### config.mk
export PLATFORM = sky130hd
export DESIGN_NAME = vga_renderer_flat
export DESIGN_NICKNAME = d
export VERILOG_FILES = /design/src/rtl/vga_renderer_pkg.sv /design/src/rtl/vga_renderer_if.sv /design/src/rtl/vga_renderer_timing.sv /design/src/rtl/vga_renderer.sv /design/src/flat_wrapper.sv
export SDC_FILE = /design/constraint.sdc
export NUM_CORES = 1
export LEC_CHECK = 0
export CORE_ASPECT_RATIO = 2
export CORE_MARGIN = 1.5
export CORE_UTILIZATION = 56
export CTS_CLUSTER_DIAMETER = 120
export DETAILED_ROUTE_END_ITERATION = 12
export PLACE_DENSITY_LB_ADDON = 0.15
export SLEW_MARGIN = 15
export SYNTH_ARGS = -nofsm -noshare
export SYNTH_HDL_FRONTEND = slang
export SYNTH_HIERARCHICAL = 1
export SYNTH_SLANG_ARGS = --single-unit
export TNS_END_PERCENT = 5
### constraint.sdc
create_clock -name clk_100mhz -period 2.05 [get_ports clk_100mhz]
set_clock_uncertainty 0.05 [all_clocks]
set_input_delay 0.3075 -clock clk_100mhz [delete_from_list [all_inputs] [get_ports clk_100mhz]]
set_output_delay 0.3075 -clock clk_100mhz [all_outputs]
set_load 0.005 [all_outputs]
### src/rtl/vga_renderer_pkg.sv
// Shared codes, colours and default 640x480@60 timing for the VGA render path.
package vga_renderer_pkg;

    typedef enum logic [3:0] {
        CAT_NONE   = 4'd0,
        CAT_WALL   = 4'd1,
        CAT_TANK   = 4'd2,
        CAT_BULLET = 4'd3
    } category_e;

    typedef enum logic [2:0] {
        DIR_LEFT  = 3'd0,
        DIR_RIGHT = 3'd1,
        DIR_UP    = 3'd2,
        DIR_DOWN  = 3'd3
    } direction_e;

    localparam logic [11:0] BLACK         = 12'h000;
    localparam logic [11:0] WALL_GREY     = 12'h888;
    localparam logic [11:0] BULLET_YELLOW = 12'hFF0;
    localparam logic [11:0] DEAD_RED      = 12'h400;
    localparam logic [11:0] TRANSPARENT   = 12'hF0F;

    localparam int DEF_H_VISIBLE = 640;
    localparam int DEF_H_FP      = 16;
    localparam int DEF_H_SYNC    = 96;
    localparam int DEF_H_BP      = 48;
    localparam int DEF_V_VISIBLE = 480;
    localparam int DEF_V_FP      = 10;
    localparam int DEF_V_SYNC    = 2;
    localparam int DEF_V_BP      = 33;

    localparam int SPRITE       = 30;
    localparam int SPRITE_WORDS = SPRITE * SPRITE;

endpackage

### src/rtl/vga_renderer_if.sv
// Game-loop render bus: the renderer publishes the pixel position, the game loop answers with its contents.
interface vga_renderer_if;
    logic [9:0] pixel_x;
    logic [9:0] pixel_y;
    logic [3:0] category;
    logic [9:0] addr;
    logic [2:0] tank_direct;
    logic       alive;

    modport master (
        output pixel_x, pixel_y,
        input  category, addr, tank_direct, alive
    );

    modport slave (
        input  pixel_x, pixel_y,
        output category, addr, tank_direct, alive
    );
endinterface

### src/rtl/vga_renderer_timing.sv
// Pixel-clock divider and h/v raster counters with sync/visible decode of the current position.
module vga_timing
    import vga_renderer_pkg::*;
#(
    parameter int H_VISIBLE = DEF_H_VISIBLE,
    parameter int H_FP      = DEF_H_FP,
    parameter int H_SYNC    = DEF_H_SYNC,
    parameter int H_BP      = DEF_H_BP,
    parameter int V_VISIBLE = DEF_V_VISIBLE,
    parameter int V_FP      = DEF_V_FP,
    parameter int V_SYNC    = DEF_V_SYNC,
    parameter int V_BP      = DEF_V_BP
) (
    input  logic       clk_100mhz,
    input  logic       rst,
    output logic       sample_en,
    output logic       pixel_tick,
    output logic [9:0] h_cnt,
    output logic [9:0] v_cnt,
    output logic       vis,
    output logic       hs_n,
    output logic       vs_n
);

    localparam int H_TOTAL = H_VISIBLE + H_FP + H_SYNC + H_BP;
    localparam int V_TOTAL = V_VISIBLE + V_FP + V_SYNC + V_BP;

    logic [1:0] phase;

    always_ff @(posedge clk_100mhz or posedge rst) begin
        if (rst) begin
            phase <= 2'd0;
            h_cnt <= 10'd0;
            v_cnt <= 10'd0;
        end else begin
            phase <= phase + 2'd1;
            if (pixel_tick) begin
                if (h_cnt == 10'(H_TOTAL - 1)) begin
                    h_cnt <= 10'd0;
                    if (v_cnt == 10'(V_TOTAL - 1))
                        v_cnt <= 10'd0;
                    else
                        v_cnt <= v_cnt + 10'd1;
                end else begin
                    h_cnt <= h_cnt + 10'd1;
                end
            end
        end
    end

    // Game-loop answers settle during phase 1, so that edge is the sampling point.
    assign sample_en  = (phase == 2'd1);
    assign pixel_tick = (phase == 2'd3);

    assign vis  = (h_cnt < 10'(H_VISIBLE)) && (v_cnt < 10'(V_VISIBLE));
    assign hs_n = !((h_cnt >= 10'(H_VISIBLE + H_FP)) &&
                    (h_cnt <  10'(H_VISIBLE + H_FP + H_SYNC)));
    assign vs_n = !((v_cnt >= 10'(V_VISIBLE + V_FP)) &&
                    (v_cnt <  10'(V_VISIBLE + V_FP + V_SYNC)));

endmodule

### src/rtl/vga_renderer.sv
// VGA pixel consumer: samples the game loop per pixel, rotates the tank sprite lookup and
// emits RGB with sync through one identical 1-pixel pipeline.
module vga_renderer
    import vga_renderer_pkg::*;
#(
    parameter int H_VISIBLE = DEF_H_VISIBLE,
    parameter int H_FP      = DEF_H_FP,
    parameter int H_SYNC    = DEF_H_SYNC,
    parameter int H_BP      = DEF_H_BP,
    parameter int V_VISIBLE = DEF_V_VISIBLE,
    parameter int V_FP      = DEF_V_FP,
    parameter int V_SYNC    = DEF_V_SYNC,
    parameter int V_BP      = DEF_V_BP
) (
    input  logic                 clk_100mhz,
    input  logic                 rst,
    vga_renderer_if.master       gl,
    input  logic [11:0]          rom_data,
    output logic [9:0]           rom_addr,
    output logic [3:0]           vga_r,
    output logic [3:0]           vga_g,
    output logic [3:0]           vga_b,
    output logic                 hsync,
    output logic                 vsync
);

    logic       sample_en;
    logic       pixel_tick;
    logic [9:0] h_cnt;
    logic [9:0] v_cnt;
    logic       vis;
    logic       hs_n;
    logic       vs_n;

    vga_timing #(
        .H_VISIBLE (H_VISIBLE),
        .H_FP      (H_FP),
        .H_SYNC    (H_SYNC),
        .H_BP      (H_BP),
        .V_VISIBLE (V_VISIBLE),
        .V_FP      (V_FP),
        .V_SYNC    (V_SYNC),
        .V_BP      (V_BP)
    ) u_timing (
        .clk_100mhz (clk_100mhz),
        .rst        (rst),
        .sample_en  (sample_en),
        .pixel_tick (pixel_tick),
        .h_cnt      (h_cnt),
        .v_cnt      (v_cnt),
        .vis        (vis),
        .hs_n       (hs_n),
        .vs_n       (vs_n)
    );

    assign gl.pixel_x = h_cnt;
    assign gl.pixel_y = v_cnt;

    // Index n = row*30+col; row via reciprocal multiply (exact for n < 900), out-of-range maps to 0.
    function automatic logic [9:0] sprite_rom_addr(input logic [9:0] idx, input logic [2:0] dir);
        logic [9:0]  n;
        logic [20:0] prod;
        logic [4:0]  r;
        logic [4:0]  c;
        logic [4:0]  sr;
        logic [4:0]  sc;
        n    = (idx == 10'd0 || idx > 10'(SPRITE_WORDS)) ? 10'd0 : idx - 10'd1;
        prod = 21'(n) * 21'd1093;
        r    = 5'(prod >> 15);
        c    = 5'(n - 10'(r) * 10'(SPRITE));
        case (dir)
            DIR_LEFT: begin
                sr = r;
                sc = 5'(SPRITE - 1) - c;
            end
            DIR_UP: begin
                sr = c;
                sc = 5'(SPRITE - 1) - r;
            end
            DIR_DOWN: begin
                sr = c;
                sc = r;
            end
            default: begin
                sr = r;
                sc = c;
            end
        endcase
        return 10'(sr) * 10'(SPRITE) + 10'(sc);
    endfunction

    function automatic logic [11:0] pixel_colour(input logic vld, input logic [3:0] cat,
                                                 input logic alv, input logic [11:0] rom);
        logic [11:0] bg;
        logic [11:0] col;
        bg = alv ? BLACK : DEAD_RED;
        case (cat)
            CAT_NONE:   col = bg;
            CAT_WALL:   col = WALL_GREY;
            CAT_TANK:   col = (rom == TRANSPARENT) ? bg : rom;
            CAT_BULLET: col = BULLET_YELLOW;
            default:    col = BLACK;
        endcase
        return vld ? col : BLACK;
    endfunction

    logic        vld_p1;
    logic [3:0]  cat_p1;
    logic        alive_p1;
    logic        hs_p1;
    logic        vs_p1;
    logic [11:0] rgb_p2;
    logic        hs_p2;
    logic        vs_p2;

    always_ff @(posedge clk_100mhz or posedge rst) begin
        if (rst) begin
            vld_p1   <= 1'b0;
            cat_p1   <= 4'd0;
            alive_p1 <= 1'b0;
            hs_p1    <= 1'b1;
            vs_p1    <= 1'b1;
            rom_addr <= 10'd0;
            rgb_p2   <= BLACK;
            hs_p2    <= 1'b1;
            vs_p2    <= 1'b1;
        end else begin
            // Stage p1: capture game-loop answer and launch the rotated ROM read.
            if (sample_en) begin
                vld_p1   <= vis;
                cat_p1   <= gl.category;
                alive_p1 <= gl.alive;
                hs_p1    <= hs_n;
                vs_p1    <= vs_n;
                rom_addr <= sprite_rom_addr(gl.addr, gl.tank_direct);
            end
            // Stage p2: colour and sync leave together on the pixel tick.
            if (pixel_tick) begin
                rgb_p2 <= pixel_colour(vld_p1, cat_p1, alive_p1, rom_data);
                hs_p2  <= hs_p1;
                vs_p2  <= vs_p1;
            end
        end
    end

    assign vga_r = rgb_p2[11:8];
    assign vga_g = rgb_p2[7:4];
    assign vga_b = rgb_p2[3:0];
    assign hsync = hs_p2;
    assign vsync = vs_p2;

endmodule

### src/flat_wrapper.sv
// flat-port wrapper written by rule: the top's interface ports become plain ports
module vga_renderer_flat import vga_renderer_pkg::*;
#(
    parameter int H_VISIBLE = DEF_H_VISIBLE,
    parameter int H_FP      = DEF_H_FP,
    parameter int H_SYNC    = DEF_H_SYNC,
    parameter int H_BP      = DEF_H_BP,
    parameter int V_VISIBLE = DEF_V_VISIBLE,
    parameter int V_FP      = DEF_V_FP,
    parameter int V_SYNC    = DEF_V_SYNC,
    parameter int V_BP      = DEF_V_BP
)
  (clk_100mhz, rst, rom_data, rom_addr, vga_r, vga_g, vga_b, hsync, vsync, gl_pixel_x, gl_pixel_y, gl_category, gl_addr, gl_tank_direct, gl_alive);
  vga_renderer_if gl_i ();
  input  logic clk_100mhz;
  input  logic rst;
  input  logic [11:0] rom_data;
  output logic [9:0] rom_addr;
  output logic [3:0] vga_r;
  output logic [3:0] vga_g;
  output logic [3:0] vga_b;
  output logic hsync;
  output logic vsync;
  output wire logic [$bits(gl_i.pixel_x)-1:0] gl_pixel_x;
  output wire logic [$bits(gl_i.pixel_y)-1:0] gl_pixel_y;
  input wire logic [$bits(gl_i.category)-1:0] gl_category;
  input wire logic [$bits(gl_i.addr)-1:0] gl_addr;
  input wire logic [$bits(gl_i.tank_direct)-1:0] gl_tank_direct;
  input wire logic [$bits(gl_i.alive)-1:0] gl_alive;
  assign gl_pixel_x = gl_i.pixel_x;
  assign gl_pixel_y = gl_i.pixel_y;
  assign gl_i.category = gl_category;
  assign gl_i.addr = gl_addr;
  assign gl_i.tank_direct = gl_tank_direct;
  assign gl_i.alive = gl_alive;
  vga_renderer #(.H_VISIBLE(H_VISIBLE), .H_FP(H_FP), .H_SYNC(H_SYNC), .H_BP(H_BP), .V_VISIBLE(V_VISIBLE), .V_FP(V_FP), .V_SYNC(V_SYNC), .V_BP(V_BP)) u_core (.clk_100mhz(clk_100mhz), .rst(rst), .gl(gl_i), .rom_data(rom_data), .rom_addr(rom_addr), .vga_r(vga_r), .vga_g(vga_g), .vga_b(vga_b), .hsync(hsync), .vsync(vsync));
endmodule
==> run summary, run 1 <==
CP max stage delay: 0.56 ns
count of input and output buffers: 75
cell taking the most area after synthesis: dfrtp_1
# setup viols final: 10
Synthesized Nets: 670
CP most frequent cell: ha_4
Worst EP required: 2.18 ns
sequential area share after synthesis: 26.8%
commonest non-fill, non-tap cells in the layout: buf_4 (116), inv_1 (74), clkdlybuf4s50_1 (67)
DRT antenna net count: 0
via/cell ratio: 5.83
final net count: 857
Die Wd: 70.2 µm
CTS tree: yes
Area after DPL: 6810 µm²
worst-path maximum fanout: 3
min Tclk post-route: 8.40 ns
failing checks: setup timing
floorplan row count: 48
max-slew violation count: 0
n_diodes: 0
Starting Density: 58.0%
DRC viols: 0
RSZ-0062 raised after global routing: true
Unique masters post-synth: 75
area share of the largest cell type after synthesis: 24.8%
Routed WL per cell: 19.0 µm
syn avg cell area: 9.19 µm²
CP Class: in -> reg
final core utilization: 83.9%
Fin Hold WS: 0.363 ns
status: finished with violations
I/O Pins: 76
Routed Wire Length: 15,900 µm
initial DRC count: 164
GRT overflow: 0
Die H: 137 µm
Sinks on Clock Net: 54
CP arrival: 8.53 ns
Via Count: 4,885
hpwl dp: 12,000 µm
Post-synth EDFFs: 0
Syn Std Cell Area: 5050 µm²
core area: 8710 µm²
Post-synth ARST share: 100%
cell count after synthesis: 550
commonest non-fill, non-tap cell in the layout: buf_4
Yosys Warn Count: 6
H-Tree Level Count: 2
fin area: 7300 µm²
Total Neg Setup Slack: -53.12 ns
gpl congestion: 0.952
worst hold-check path type: in -> async
transition time of the tightest slew-check pin: 0.649 ns
TritonCTS buffer count: 5
Post-CTS Hold Buffers: 0
Worst-Skew Late Latency: 0.30 ns
# Max-Cap Violations: 0
Final Worst Setup Slack: -6.35 ns
Area contributors post-synth: dfrtp_1 (25%), ha_1 (18%), fa_1 (6.3%), inv_1 (6.1%), xnor2_1 (4.3%)
Final Hold Violating Endpoints: 0
CP max stage cell: or4_4
clk buf depth: 2
fin crit share: 410%
clock-pin slew on the worst setup and hold paths: 0.07 ns
initial antenna violation count: 0
Post-synth top flop: dfrtp_1
Global Route Usage Sum: 31.3%
DR pass1 iterations: 5
count of state elements after synthesis: 54
Startpoint Class: input port
number of global-route vias before repair: 5,068
global-route wire length before repair: 23,600 µm
CP endpoint kind: register
share of layout cells above drive strength 1: 31.8%
pin count of the biggest net entering global routing: 25
Peak Freq: 119 MHz
Slew Limit Headroom: 56.4%
area grow syn2layout: 44.6%
root buffer cell: clkbuf_16
area of the die: 9640 µm²
==> cell families after synthesis <==
family	Yosys count	share of synthesized area (%)
AO/OA/AOI/OAI	97	12.7
XOR/XNOR	40	7.36
adder cells (fa/ha/maj)	88	24.2
buffers and inverters	94	7.50
flip-flops	54	26.8
multiplexers	18	3.89
AND/OR/NAND/NOR	159	17.6
==> through the flow <==
stage          cells  setup slack, ns
4_1_cts          834            -6.24
6_report         838            -6.35
3_3_place_gp     823            -6.75
3_5_place_dp     823            -6.92
2_1_floorplan    550            -6.14
5_1_grt          838            -6.56
==> metal layers <==
layer  wire (µm)  global-route usage, %  share of wire [%]  up-vias
met1        5160                   27.2                 32     2386
li1            -                      -                  -     2285
met5           0                      0                  0        -
met3         550                   3.66                3.5       66
met4        1030                   17.2                6.5        0
met2        9150                   65.9                 58      148
==> layout make-up <==
class	instances	area (µm²)
multi-input combinational	402	3750
timing repair buffer	191	1610
fill	496	1400
sequential	54	1360
inverter	83	317
clock buffer	5	125
tap	100	125
clock inverter	3	26.3
==> synthesized netlist by cell type, types with 3 or more instances <==
cell	n
dfrtp_1	50
nand3_1	14
or4_1	6
clkbuf_1	4
dfstp_2	4
nand4_1	13
mux2i_1	5
a21oi_1	33
o31ai_1	5
a21o_1	6
and2_1	3
o21ai_0	12
xor2_1	13
fa_1	16
nor3_1	15
mux2_2	13
nor3b_1	3
and3_1	4
inv_1	82
nand2_1	28
o22ai_1	15
ha_1	72
xnor2_1	25
nand2b_1	3
nor2_1	40
==> repair_timing <==
action	CTS	global route
pin swaps	38	36
resized for setup	49	38
endpoints found under the setup margin	10	10
buffers inserted	3	4
==> worst paths after layout <==
path	from	to	slack (ns)	cells past startpoint
min	rst	u_core/rom_addr[2]	0.36	3
min in group clk_100mhz	u_core/rom_addr[5]	u_core/rom_addr[5]	0.44	1
max reg2reg	u_core/u_timing/h_cnt[0]	u_core/u_timing/v_cnt[9]	0.23	5
max in group asynchronous	rst	u_core/hs_p1	1.24	3
min reg2reg	u_core/rom_addr[5]	u_core/rom_addr[5]	0.44	1
max	gl_addr[6]	u_core/rom_addr[9]	-6.35	39
==> registers in the layout, summed over array words and instances, names as in the netlist <==
signal,cells
u_core/rgb_p2,12
u_core/rom_addr,10
u_core/u_timing/h_cnt,10
u_core/u_timing/v_cnt,10
u_core/cat_p1,4
u_core/u_timing/phase,2
u_core/alive_p1,1
u_core/hs_p1,1
u_core/hsync,1
u_core/vld_p1,1
u_core/vs_p1,1
u_core/vsync,1
==> worst max-delay path: cells and delay by family <==
family	cells	cell delay, ns
adder cells (fa/ha/maj)	12	3.96
XOR/XNOR	3	0.63
AND/OR/NAND/NOR	9	2.08
AO/OA/AOI/OAI	7	1.05
buffers and inverters	8	0.48
Power of run 1 is left out: the tool's default activity adds up to more than one toggle a clock period on the data nets, which glitch-free logic cannot reach.
==> run 2, diff against run 1 <==
CORE_MARGIN = 2   (was 1.5)
==> run 2 against run 1 <==
Against the previous run:
- critical endpoint unchanged
- the flow still finishes with violations (setup timing)
- flip-flop and latch count unchanged
- highest routed layer unchanged
- first-iteration DRC count up 24%
- design area increased by 0.45%
- fmax increased by 0.82%
==> run summary, run 2 (same netlist as run 1, synthesis figures left out) <==
status: finished with violations
failing checks: setup timing
Area after DPL: 6840 µm²
TritonCTS buffer count: 5
via/cell ratio: 5.89
clk buf depth: 2
# Max-Cap Violations: 0
Worst EP required: 2.18 ns
DRT antenna net count: 0
Startpoint Class: input port
CP Class: in -> reg
Total Neg Setup Slack: -53.62 ns
Final Worst Setup Slack: -6.28 ns
Die H: 138 µm
Starting Density: 56.8%
pre-CTS WS: -6.92 ns
Final Hold Violating Endpoints: 0
commonest non-fill, non-tap cell in the layout: buf_4
share of layout cells above drive strength 1: 30.8%
Die Wd: 71.2 µm
fin area: 7340 µm²
Via Count: 4,976
largest reg by FF count: u_core/rgb_p2
Peak Freq: 120 MHz
CP most frequent cell: ha_4
CP max stage cell: or4_4
hpwl dp: 11,900 µm
Routed WL per cell: 18.7 µm
GRT overflow: 0
final net count: 862
worst-path maximum fanout: 3
area of the die: 9840 µm²
Worst-Skew Late Latency: 0.30 ns
max-slew violation count: 0
reg2reg start: u_core/u_timing/v_cnt[2]
area grow syn2layout: 45.2%
reg-to-reg slack, setup: 0.22 ns
Slew Limit Headroom: 50.3%
CP endpoint kind: register
commonest non-fill, non-tap cells in the layout: buf_4 (119), inv_1 (74), clkdlybuf4s50_1 (67)
DR pass1 iterations: 5
final core utilization: 82.5%
initial DRC count: 203
Global Route Usage Sum: 32.2%
clock-pin slew on the worst setup and hold paths: 0.07 ns
core area: 8890 µm²
pin count of the biggest net entering global routing: 25
worst hold-check path type: in -> async
H-Tree Level Count: 2
fin crit share: 406%
worst-case reg-to-reg path depth: 3
I/O Pins: 76
n_diodes: 0
number of global-route vias before repair: 5,309
count of input and output buffers: 75
CP arrival: 8.46 ns
Post-CTS Hold Buffers: 0
global-route wire length before repair: 25,200 µm
root buffer cell: clkbuf_16
# setup viols final: 10
RSZ-0062 raised after global routing: true
Routed Wire Length: 15,800 µm
CTS tree: yes
gpl congestion: 0.963
floorplan row count: 49
transition time of the tightest slew-check pin: 0.740 ns
DRC viols: 0
RR Endpoint: u_core/vs_p1
Sinks on Clock Net: 54
min Tclk post-route: 8.33 ns
CP max stage delay: 0.56 ns
number of flip-flops in the largest register: 12
initial antenna violation count: 0
[run 2: critical path: cells and delay by family]
family | cells | cell delay (ns)
buf+inv | 9 | 0.54
xor+xnor | 3 | 0.51
compound gates | 10 | 1.88
fa+ha+maj | 12 | 3.78
simple gates | 4 | 1.45
[run 2: stage by stage]
stage	instances	hold slack, ns
final	845	0.326
after CTS	843	0.321
after global placement	827	0.391
after detailed placement	827	0.407
after floorplan	550	0.247
after global routing	845	0.394
[run 2: repair_timing]
item	4_1_cts	5_1_grt
setup buffers	8	3
gates resized for setup	44	32
pin swaps	36	27
endpoints found under the setup margin	10	10
[run 2: worst max-delay path by stage]
stage	start	endpoint	slack, ns	cells after the start
global placement	gl_addr[6]	u_core/rom_addr[9]	-6.69	38
finish	gl_addr[3]	u_core/rom_addr[9]	-6.28	38
global route	gl_addr[3]	u_core/rom_addr[9]	-6.57	36
detailed placement	gl_addr[6]	u_core/rom_addr[9]	-6.92	37
floorplan	gl_addr[6]	u_core/rom_addr[9]	-6.14	38
CTS	gl_addr[2]	u_core/rom_addr[9]	-6.31	39
[run 2: area by class of cell]
| type | count | area [µm²] |
|---|---|---|
| clock buffers | 6 | 139 |
| clock inverters | 2 | 17.5 |
| fillers | 501 | 1550 |
| inverters | 83 | 317 |
| multi-input cells | 402 | 3710 |
| flip-flops and latches | 54 | 1360 |
| well taps | 102 | 128 |
| repair buffers | 196 | 1670 |
[run 2: per-layer routing]
layer / track usage, % / vias up / routed length, µm
li1: - / 2291 / -
met1: 29.7 / 2408 / 5110
met2: 62.4 / 200 / 8920
met3: 4.30 / 77 / 687
met4: 19.9 / 0 / 1100
met5: 0 / - / 0
Power of run 2 is left out for the same reason.
==> run 3, diff against run 2 <==
MAX_ROUTING_LAYER = met4   (was default)
==> run 3 against run 2 <==
Against the previous run:
- the flow still finishes with violations (setup timing)
- cell count grew 0.12%
- hold slack gained 0.0033 ns
- register-to-register slack lost 0.08 ns
- design area grew 0.53%
- die area is the same
- core utilization grew 0.44 points
- global-route usage shrank 0.31 points
- critical path depth is the same
- largest cell class unchanged
==> run summary, run 3 (same netlist as run 1, synthesis figures left out) <==
status: finished with violations
failing checks: setup timing
CTS tree: yes
pin count of the biggest net entering global routing: 25
Routed Wire Length: 15,200 µm
Final Worst Setup Slack: -6.09 ns
root buffer cell: clkbuf_16
CP Class: in -> reg
Finished Layout Cells: 846
fin crit share: 397%
final core utilization: 83.0%
floorplan row count: 49
area grow syn2layout: 46.0%
initial antenna violation count: 0
worst hold-check path type: in -> async
number of flip-flops in the largest register: 12
RSZ-0062 raised after global routing: true
max-slew violation count: 0
DRC viols: 0
Startpoint Class: input port
CP max stage cell: or4_4
CP arrival: 8.27 ns
global-route wire length before repair: 24,200 µm
I/O Pins: 76
placed insts: 826
largest reg by FF count: u_core/rgb_p2
worst-path maximum fanout: 3
Routed WL per cell: 18.0 µm
# Max-Cap Violations: 0
H-Tree Level Count: 2
worst-case reg-to-reg path depth: 3
fin area: 7380 µm²
Slew Limit Headroom: 56.1%
Area after DPL: 6840 µm²
# setup viols final: 10
area of the die: 9840 µm²
Sinks on Clock Net: 54
hpwl dp: 11,800 µm
GRT overflow: 0
Die Wd: 71.2 µm
CP endpoint kind: register
Die H: 138 µm
Starting Density: 56.8%
TritonCTS buffer count: 5
via/cell ratio: 5.81
Fin Hold WS: 0.329 ns
DR pass1 iterations: 4
count of input and output buffers: 75
clk buf depth: 2
CP max stage delay: 0.56 ns
Peak Freq: 123 MHz
Worst-Skew Late Latency: 0.30 ns
min Tclk post-route: 8.14 ns
initial DRC count: 210
Layout fillers: 512
final net count: 863
Final Hold Violating Endpoints: 0
core area: 8890 µm²
Worst EP required: 2.18 ns
Via Count: 4,912
transition time of the tightest slew-check pin: 0.654 ns
n_diodes: 0
commonest non-fill, non-tap cells in the layout: buf_4 (120), inv_1 (74), clkdlybuf4s50_1 (67)
CP most frequent cell: ha_4
commonest non-fill, non-tap cell in the layout: buf_4
DRT antenna net count: 0
share of layout cells above drive strength 1: 31.3%
clock-pin slew on the worst setup and hold paths: 0.07 ns
gpl congestion: 0.970
Global Route Usage Sum: 31.9%
number of global-route vias before repair: 5,366
-- run 3: path summary, 6_finish.rpt --
kind | start | end | slack, ns
min in group clk_100mhz | u_core/rom_addr[0] | u_core/rom_addr[0] | 0.46
worst min register to register | u_core/rom_addr[0] | u_core/rom_addr[0] | 0.46
worst max register to register | u_core/u_timing/v_cnt[2] | u_core/vs_p1 | 0.14
max in group asynchronous | rst | u_core/vs_p1 | 1.04
worst max-delay path | gl_addr[3] | u_core/rom_addr[9] | -6.09
worst min-delay path | rst | u_core/u_timing/h_cnt[1] | 0.33
-- run 3: layout make-up --
cell class	count	area, µm²	share of cell area [%]
Tap cell	102	128	1.73
Clock inverter	3	47.5	0.645
Clock buffer	5	125	1.70
Timing Repair Buffer	197	1660	22.5
Multi-Input combinational cell	402	3740	50.7
Sequential cell	54	1360	18.4
Inverter	83	317	4.29
-- run 3: timing repair --
action | 4_1_cts | 5_1_grt
pin swaps | 36 | 32
setup buffers | 8 | 4
gates cloned | 0 | 0
hold buffers | 0 | 0
resized for setup | 49 | 32
setup endpoints to repair | 10 | 10
-- run 3: routing by layer --
| layer | GRT usage (%) | vias to the layer above | part of all wire (%) |
|---|---|---|---|
| met2 | 59.9 | 156 | 57 |
| met5 | - | - | 0 |
| met1 | 27.8 | 2379 | 32 |
| met4 | 22.8 | 0 | 8.1 |
| li1 | - | 2293 | - |
| met3 | 2.84 | 84 | 3.2 |
-- run 3: worst max-delay path, delay by kind of cell --
kind	cells	cell delay (ns)
buf+inv	9	0.54
xor+xnor	3	0.49
simple gates	4	1.41
fa+ha+maj	12	3.72
compound gates	10	1.83
-- run 3: through the flow --
step | setup WS (ns) | setup TNS [ns]
6_report | -6.09 | -52.48
5_1_grt | -6.47 | -55.64
4_1_cts | -6.26 | -53.23
3_5_place_dp | -7.03 | -60.58
3_3_place_gp | -6.75 | -58.79
2_1_floorplan | -6.14 | -51.84
Power of run 3 is left out for the same reason.
